### config.mk
export PLATFORM = sky130hd
export DESIGN_NAME = mlx_frame_parser
export DESIGN_NICKNAME = d
export VERILOG_FILES = /design/src/rtl/mlx_frame_parser.sv
export SDC_FILE = /design/constraint.sdc
export NUM_CORES = 1
export LEC_CHECK = 0
export ABC_CLOCK_PERIOD_IN_PS = 2200
export BUFFER_PORTS_ARGS = -buffer_cell sky130_fd_sc_hd__buf_2
export CORE_ASPECT_RATIO = 0.75
export CORE_MARGIN = 2
export CORE_UTILIZATION = 50
export DETAILED_ROUTE_END_ITERATION = 8
export PLACE_DENSITY = 0.72
export SYNTH_ARGS = -nofsm -noshare
export SYNTH_HDL_FRONTEND = slang
export SYNTH_SLANG_ARGS = --single-unit
### constraint.sdc
create_clock -name clk_50m -period 2.2 [get_ports clk_50m]
set_clock_uncertainty 0.05 [all_clocks]
set_input_delay 0.44 -clock clk_50m [delete_from_list [all_inputs] [get_ports clk_50m]]
set_output_delay 0.44 -clock clk_50m [all_outputs]
set_load 0.03 [all_outputs]
### src/rtl/mlx_frame_parser.sv
// Frame parser for the GY-MCU90640 UART stream: finds 5A 5A headers, writes the 768 pixel words
// to the pixel RAM port, verifies the 16-bit checksum and reports each frame as done or errored.
module mlx_frame_parser #(
    parameter int         NUM_PIX     = 768,
    parameter logic [7:0] LEN_LO      = 8'h02,
    parameter logic [7:0] LEN_HI      = 8'h06,
    parameter int         TIMEOUT_CYC = 50000
) (
    input  logic        clk_50m,
    input  logic        rst,
    input  logic        uart_done,
    input  logic [7:0]  uart_data,
    output logic        pix_we,
    output logic [9:0]  pix_addr,
    output logic [15:0] pix_data,
    output logic [15:0] ta_data,
    output logic        frame_done,
    output logic        frame_err,
    output logic        busy
);
    localparam int               CNT_W    = $clog2(TIMEOUT_CYC);
    localparam logic [15:0]      HDR_WORD = 16'h5A5A;
    localparam logic [15:0]      LEN_WORD = {LEN_HI, LEN_LO};
    localparam logic [9:0]       LAST_PIX = 10'(NUM_PIX - 1);
    localparam logic [CNT_W-1:0] IDLE_MAX = CNT_W'(TIMEOUT_CYC - 1);

    typedef enum logic [3:0] {
        HUNT0, HUNT1, LEN0, LEN1, PIX_LO, PIX_HI, TA_LO, TA_HI, CK_LO, CK_HI
    } state_t;

    state_t           state, state_n;
    logic             uart_done_d;
    logic [7:0]       lo_byte, lo_byte_n;
    logic [9:0]       pix_cnt, pix_cnt_n;
    logic [15:0]      cksum, cksum_n;
    logic [15:0]      ta_shadow, ta_shadow_n;
    logic [CNT_W-1:0] idle_cnt, idle_cnt_n;
    logic             pix_we_n, frame_done_n, frame_err_n, busy_n;
    logic [9:0]       pix_addr_n;
    logic [15:0]      pix_data_n, ta_data_n;
    logic             accept, in_frame, timeout;
    logic [15:0]      rx_word;

    always_comb begin
        accept       = uart_done && !uart_done_d;
        rx_word      = {uart_data, lo_byte};
        in_frame     = (state != HUNT0) && (state != HUNT1);
        timeout      = in_frame && !accept && (idle_cnt == IDLE_MAX);

        state_n      = state;
        lo_byte_n    = lo_byte;
        pix_cnt_n    = pix_cnt;
        cksum_n      = cksum;
        ta_shadow_n  = ta_shadow;
        ta_data_n    = ta_data;
        pix_addr_n   = pix_addr;
        pix_data_n   = pix_data;
        pix_we_n     = 1'b0;
        frame_done_n = 1'b0;
        frame_err_n  = 1'b0;
        idle_cnt_n   = (accept || !in_frame) ? '0 : idle_cnt + 1'b1;

        // An accept in the same cycle as the timeout wins, so timeout already excludes accept.
        if (timeout) begin
            state_n     = HUNT0;
            frame_err_n = 1'b1;
            idle_cnt_n  = '0;
        end else if (accept) begin
            case (state)
                HUNT0: if (uart_data == 8'h5A) state_n = HUNT1;
                HUNT1: begin
                    if (uart_data == 8'h5A) begin
                        state_n = LEN0;
                        cksum_n = HDR_WORD;
                    end else begin
                        state_n = HUNT0;
                    end
                end
                LEN0: state_n = (uart_data == LEN_LO) ? LEN1 : HUNT0;
                LEN1: begin
                    if (uart_data == LEN_HI) begin
                        state_n   = PIX_LO;
                        pix_cnt_n = '0;
                        cksum_n   = cksum + LEN_WORD;
                    end else begin
                        state_n = HUNT0;
                    end
                end
                PIX_LO: begin
                    lo_byte_n = uart_data;
                    state_n   = PIX_HI;
                end
                PIX_HI: begin
                    pix_we_n   = 1'b1;
                    pix_addr_n = pix_cnt;
                    pix_data_n = rx_word;
                    cksum_n    = cksum + rx_word;
                    pix_cnt_n  = pix_cnt + 10'd1;
                    state_n    = (pix_cnt == LAST_PIX) ? TA_LO : PIX_LO;
                end
                TA_LO: begin
                    lo_byte_n = uart_data;
                    state_n   = TA_HI;
                end
                TA_HI: begin
                    ta_shadow_n = rx_word;
                    cksum_n     = cksum + rx_word;
                    state_n     = CK_LO;
                end
                CK_LO: begin
                    lo_byte_n = uart_data;
                    state_n   = CK_HI;
                end
                CK_HI: begin
                    if (rx_word == cksum) begin
                        ta_data_n    = ta_shadow;
                        frame_done_n = 1'b1;
                    end else begin
                        frame_err_n = 1'b1;
                    end
                    state_n = HUNT0;
                end
                default: state_n = HUNT0;
            endcase
        end

        busy_n = (state_n != HUNT0) && (state_n != HUNT1);
    end

    always_ff @(posedge clk_50m) begin
        if (rst) begin
            state       <= HUNT0;
            uart_done_d <= 1'b0;
            lo_byte     <= '0;
            pix_cnt     <= '0;
            cksum       <= '0;
            ta_shadow   <= '0;
            idle_cnt    <= '0;
            pix_we      <= 1'b0;
            pix_addr    <= '0;
            pix_data    <= '0;
            ta_data     <= '0;
            frame_done  <= 1'b0;
            frame_err   <= 1'b0;
            busy        <= 1'b0;
        end else begin
            state       <= state_n;
            uart_done_d <= uart_done;
            lo_byte     <= lo_byte_n;
            pix_cnt     <= pix_cnt_n;
            cksum       <= cksum_n;
            ta_shadow   <= ta_shadow_n;
            idle_cnt    <= idle_cnt_n;
            pix_we      <= pix_we_n;
            pix_addr    <= pix_addr_n;
            pix_data    <= pix_data_n;
            ta_data     <= ta_data_n;
            frame_done  <= frame_done_n;
            frame_err   <= frame_err_n;
            busy        <= busy_n;
        end
    end
endmodule

==> metrics.yaml <==
outcome: "finished with violations"
violations: "negative setup slack"
crit_path_start: "lo_byte[0]$_SDFFE_PP0P_"
clk_pin_slew_ns: 0.05
io_pins: 57
clk_latency_ns: 0.41
die_x_um: 127
placed_cell_area_mm2: 0.00674
path_class: "reg -> reg"
register_area_mm2: 0.00235
cp-start-kind: "flop"
syn_inst: 694
synth_area_leader_cell: "dfxtp_1"
setup_violations: 1
drt_iter0_markers: 645
die-area_mm2: 0.0122
leakagePower_nw: 3.17
fillers: 849
synth_xor_xnor_area_share_pct: 5.43
synth_edf_count: 0
antenna_found_initial: 0
finalHoldViolCount: 0
rows: 33
async_reset_ff_share_pct: 0
root_buffer: "clkbuf_16"
routed-via-count: 5695
worst_pin_slew_ns: 0.544
grt_use_total_pct: 28.3
fin_cells: 983
dp.final_hpwl_um: 12100
grt_pass1_wl_um: 26900
first_pass_iters: 5
clk_path_buf_depth: 2
ant_nets: 0
post_synth_main_area_contributors: "dfxtp_1 41%, nand2_1 8.1%, a21oi_1 5.8%"
viasPerCell: 5.79
synth_compound_area_share_pct: 16.5
synth_top_area_share_pct: 41.5
syn_to_final_growth_pct: 34.3
multi_input_area_mm2: 0.00336
nets: 860
mappedNetlistArea_mm2: 0.00565
p_per_area_mw_per_mm2: 658
dp.cells: 948
yosysMostFrequentCell: "nand2_1"
synth_top_family_by_area: "simple AND/OR/NAND/NOR gates"
ys_types: 62
grt_max_degree: 43
rsz0062_at_grt: "true"
grt_pass1_vias: 5307
finalWorstSetupSlack_ns: -0.00432
cts_tree: "done"
drive_above_1_share_pct: 26.6
cts_buffers: 17
regToRegSetupSlack_ns: -0.004
wire_per_inst_um: 17.7
hp-class: "in -> reg"
htree_levels: 4
post-route-util_pct: 69.1
cp-end-kind: "flop"
maxCapViolCount: 0
portBuffers: 56
stdcell_area_mm2: 0.00759
ys_seq_elements: 117
yosys-mux-area-fraction_pct: 4.78
synth_fp_nets: 724
slew_headroom_pct: 63.5
drc_errors: 0
die_h_um: 96.1
drt_wl_total_um: 17400
cp.arrival_ns: 2.50
numClockSinks: 117
fin_crit_sh_pct: 100
timing.rr.start: "lo_byte[0]$_SDFFE_PP0P_"
synthFlopType: "dfxtp_1"
initial_core_util_pct: 51.4
ir_drop_uv: 548
finalCriticalPeriod_ns: 2.20
ys_warn_count: 0
gp_congestion: 0.968
grt_overflow: 0
n_antenna_cell: 0
avgSynthCellArea_um2: 8.14
fmax_mhz: 454
synthAdderAreaFrac_pct: 4.34
critPathMaxFanout: 4
core-area_mm2: 0.0110
synth_common_cells: "122 x nand2_1, 117 x dfxtp_1, 87 x nor2_1"
yosysSeqAreaShare_pct: 41.5
synth-simple-area-share_pct: 24.7
maxSlewViolCount: 0
worst_hold_startpoint: "uart_done"
worst_ep_required_time_ns: 2.50
holdWs_ns: 0.245
-- layout make-up --
class                      count  area share (%)
sequential                   117            31.0
timing repair buffer         150            14.5
clock inverter                12            1.73
inverter                       7           0.346
tap                          140            2.31
clock buffer                  20            5.89
multi-input combinational    537            44.3
-- layer usage --
| metal | global-route usage (%) | vias up | wire length (µm) |
|---|---|---|---|
| li1 | - | 2716 | - |
| met1 | 37.7 | 2702 | 7780 |
| met2 | 43.4 | 234 | 7770 |
| met3 | 8.23 | 43 | 1360 |
| met4 | 11.6 | 0 | 505 |
| met5 | 0 | - | 0 |
-- registers in the layout, summed over array words and instances (netlist names) --
signal       cells
cksum           16
idle_cnt        16
pix_data        16
ta_data         16
ta_shadow       16
pix_addr        10
pix_cnt         10
lo_byte          8
state            4
busy             1
frame_done       1
frame_err        1
pix_we           1
uart_done_d      1
-- cells by family (layout without fill, tap and decap cells) --
logic type	Yosys count	count (layout)
and+or+nand+nor	308	308
AOI/OAI and AO/OA	148	148
DFF	117	117
buffers and inverters	40	189
xor gates and xnor gates	35	35
muxes	27	27
adders and majority gates	19	19
-- report_power, final --
part / switching, mW / internal, mW / total (mW)
Clock: 1.01 / 1.69 / 2.70
Sequential: 0.000494 / 2.12 / 2.12
Combinational: 0.103 / 0.0655 / 0.169
Total: 1.11 / 3.88 / 4.99
-- cell usage in the layout (no fill, tap or decap), types with 3 or more instances in the layout --
master	Yosys	routed
nand3_1	24	24
nand2b_1	5	5
o21a_1	4	4
buf_2	3	56
clkbuf_16	0	19
xnor2_1	11	11
nor4_1	8	3
xor2_1	24	24
buf_4	1	85
a21oi_1	66	64
dfxtp_2	0	6
o21ai_1	13	12
o22ai_1	4	4
o31a_1	3	3
ha_1	18	13
nor3_1	11	9
clkinv_2	0	4
buf_12	0	6
clkinv_4	0	5
and3_1	12	12
nand4_1	10	10
nor4_2	0	3
a211oi_1	8	6
dfxtp_1	117	111
mux2i_1	27	26
nand2_1	122	121
a21o_1	5	5
o31ai_1	4	3
ha_4	0	3
and2_1	6	5
nor2_1	87	86
inv_1	7	7
nor2b_1	5	5
o21ai_0	12	12
-- path summary, 6_finish.rpt --
path	to	cells after the start
hold / removal	uart_done_d$_SDFF_PP0_	2
setup / recovery	cksum[6]$_SDFFE_PP0P_	8
hold reg to reg	pix_addr[6]$_SDFFE_PP0P_	2
setup reg to reg	cksum[6]$_SDFFE_PP0P_	8
-- stage by stage --
step | power, mW | setup TNS (ns) | setup WS [ns]
after global placement | 2.32 | -6.49 | -0.281
after CTS | 4.99 | 0 | 0.00372
final | 4.99 | -0.00432 | -0.00432
after global routing | 5.11 | -0.820 | -0.114
after detailed placement | 2.32 | -9.82 | -0.316
after floorplan | 2.23 | -0.0479 | -0.0274
-- repair_timing --
item                                   4_1_cts  5_1_grt
hold buffers                                 0        0
resized for setup                           11       32
gates cloned                                 0        2
setup endpoints to repair                   21       36
endpoints found under the hold margin        0        0
setup buffers                                0        1
pin swaps                                    8       19
-- critical path, stage by stage, from the launching register on --
cell and delay [ns]:
dfxtp_2 0.34, ha_4 0.17, fa_2 0.37, a21o_1 0.20, a22o_4 0.26, o21a_1 0.17
nor3_1 0.34, o32ai_1 0.15, nor2_1 0.09
(Power assumes the default switching activity.)
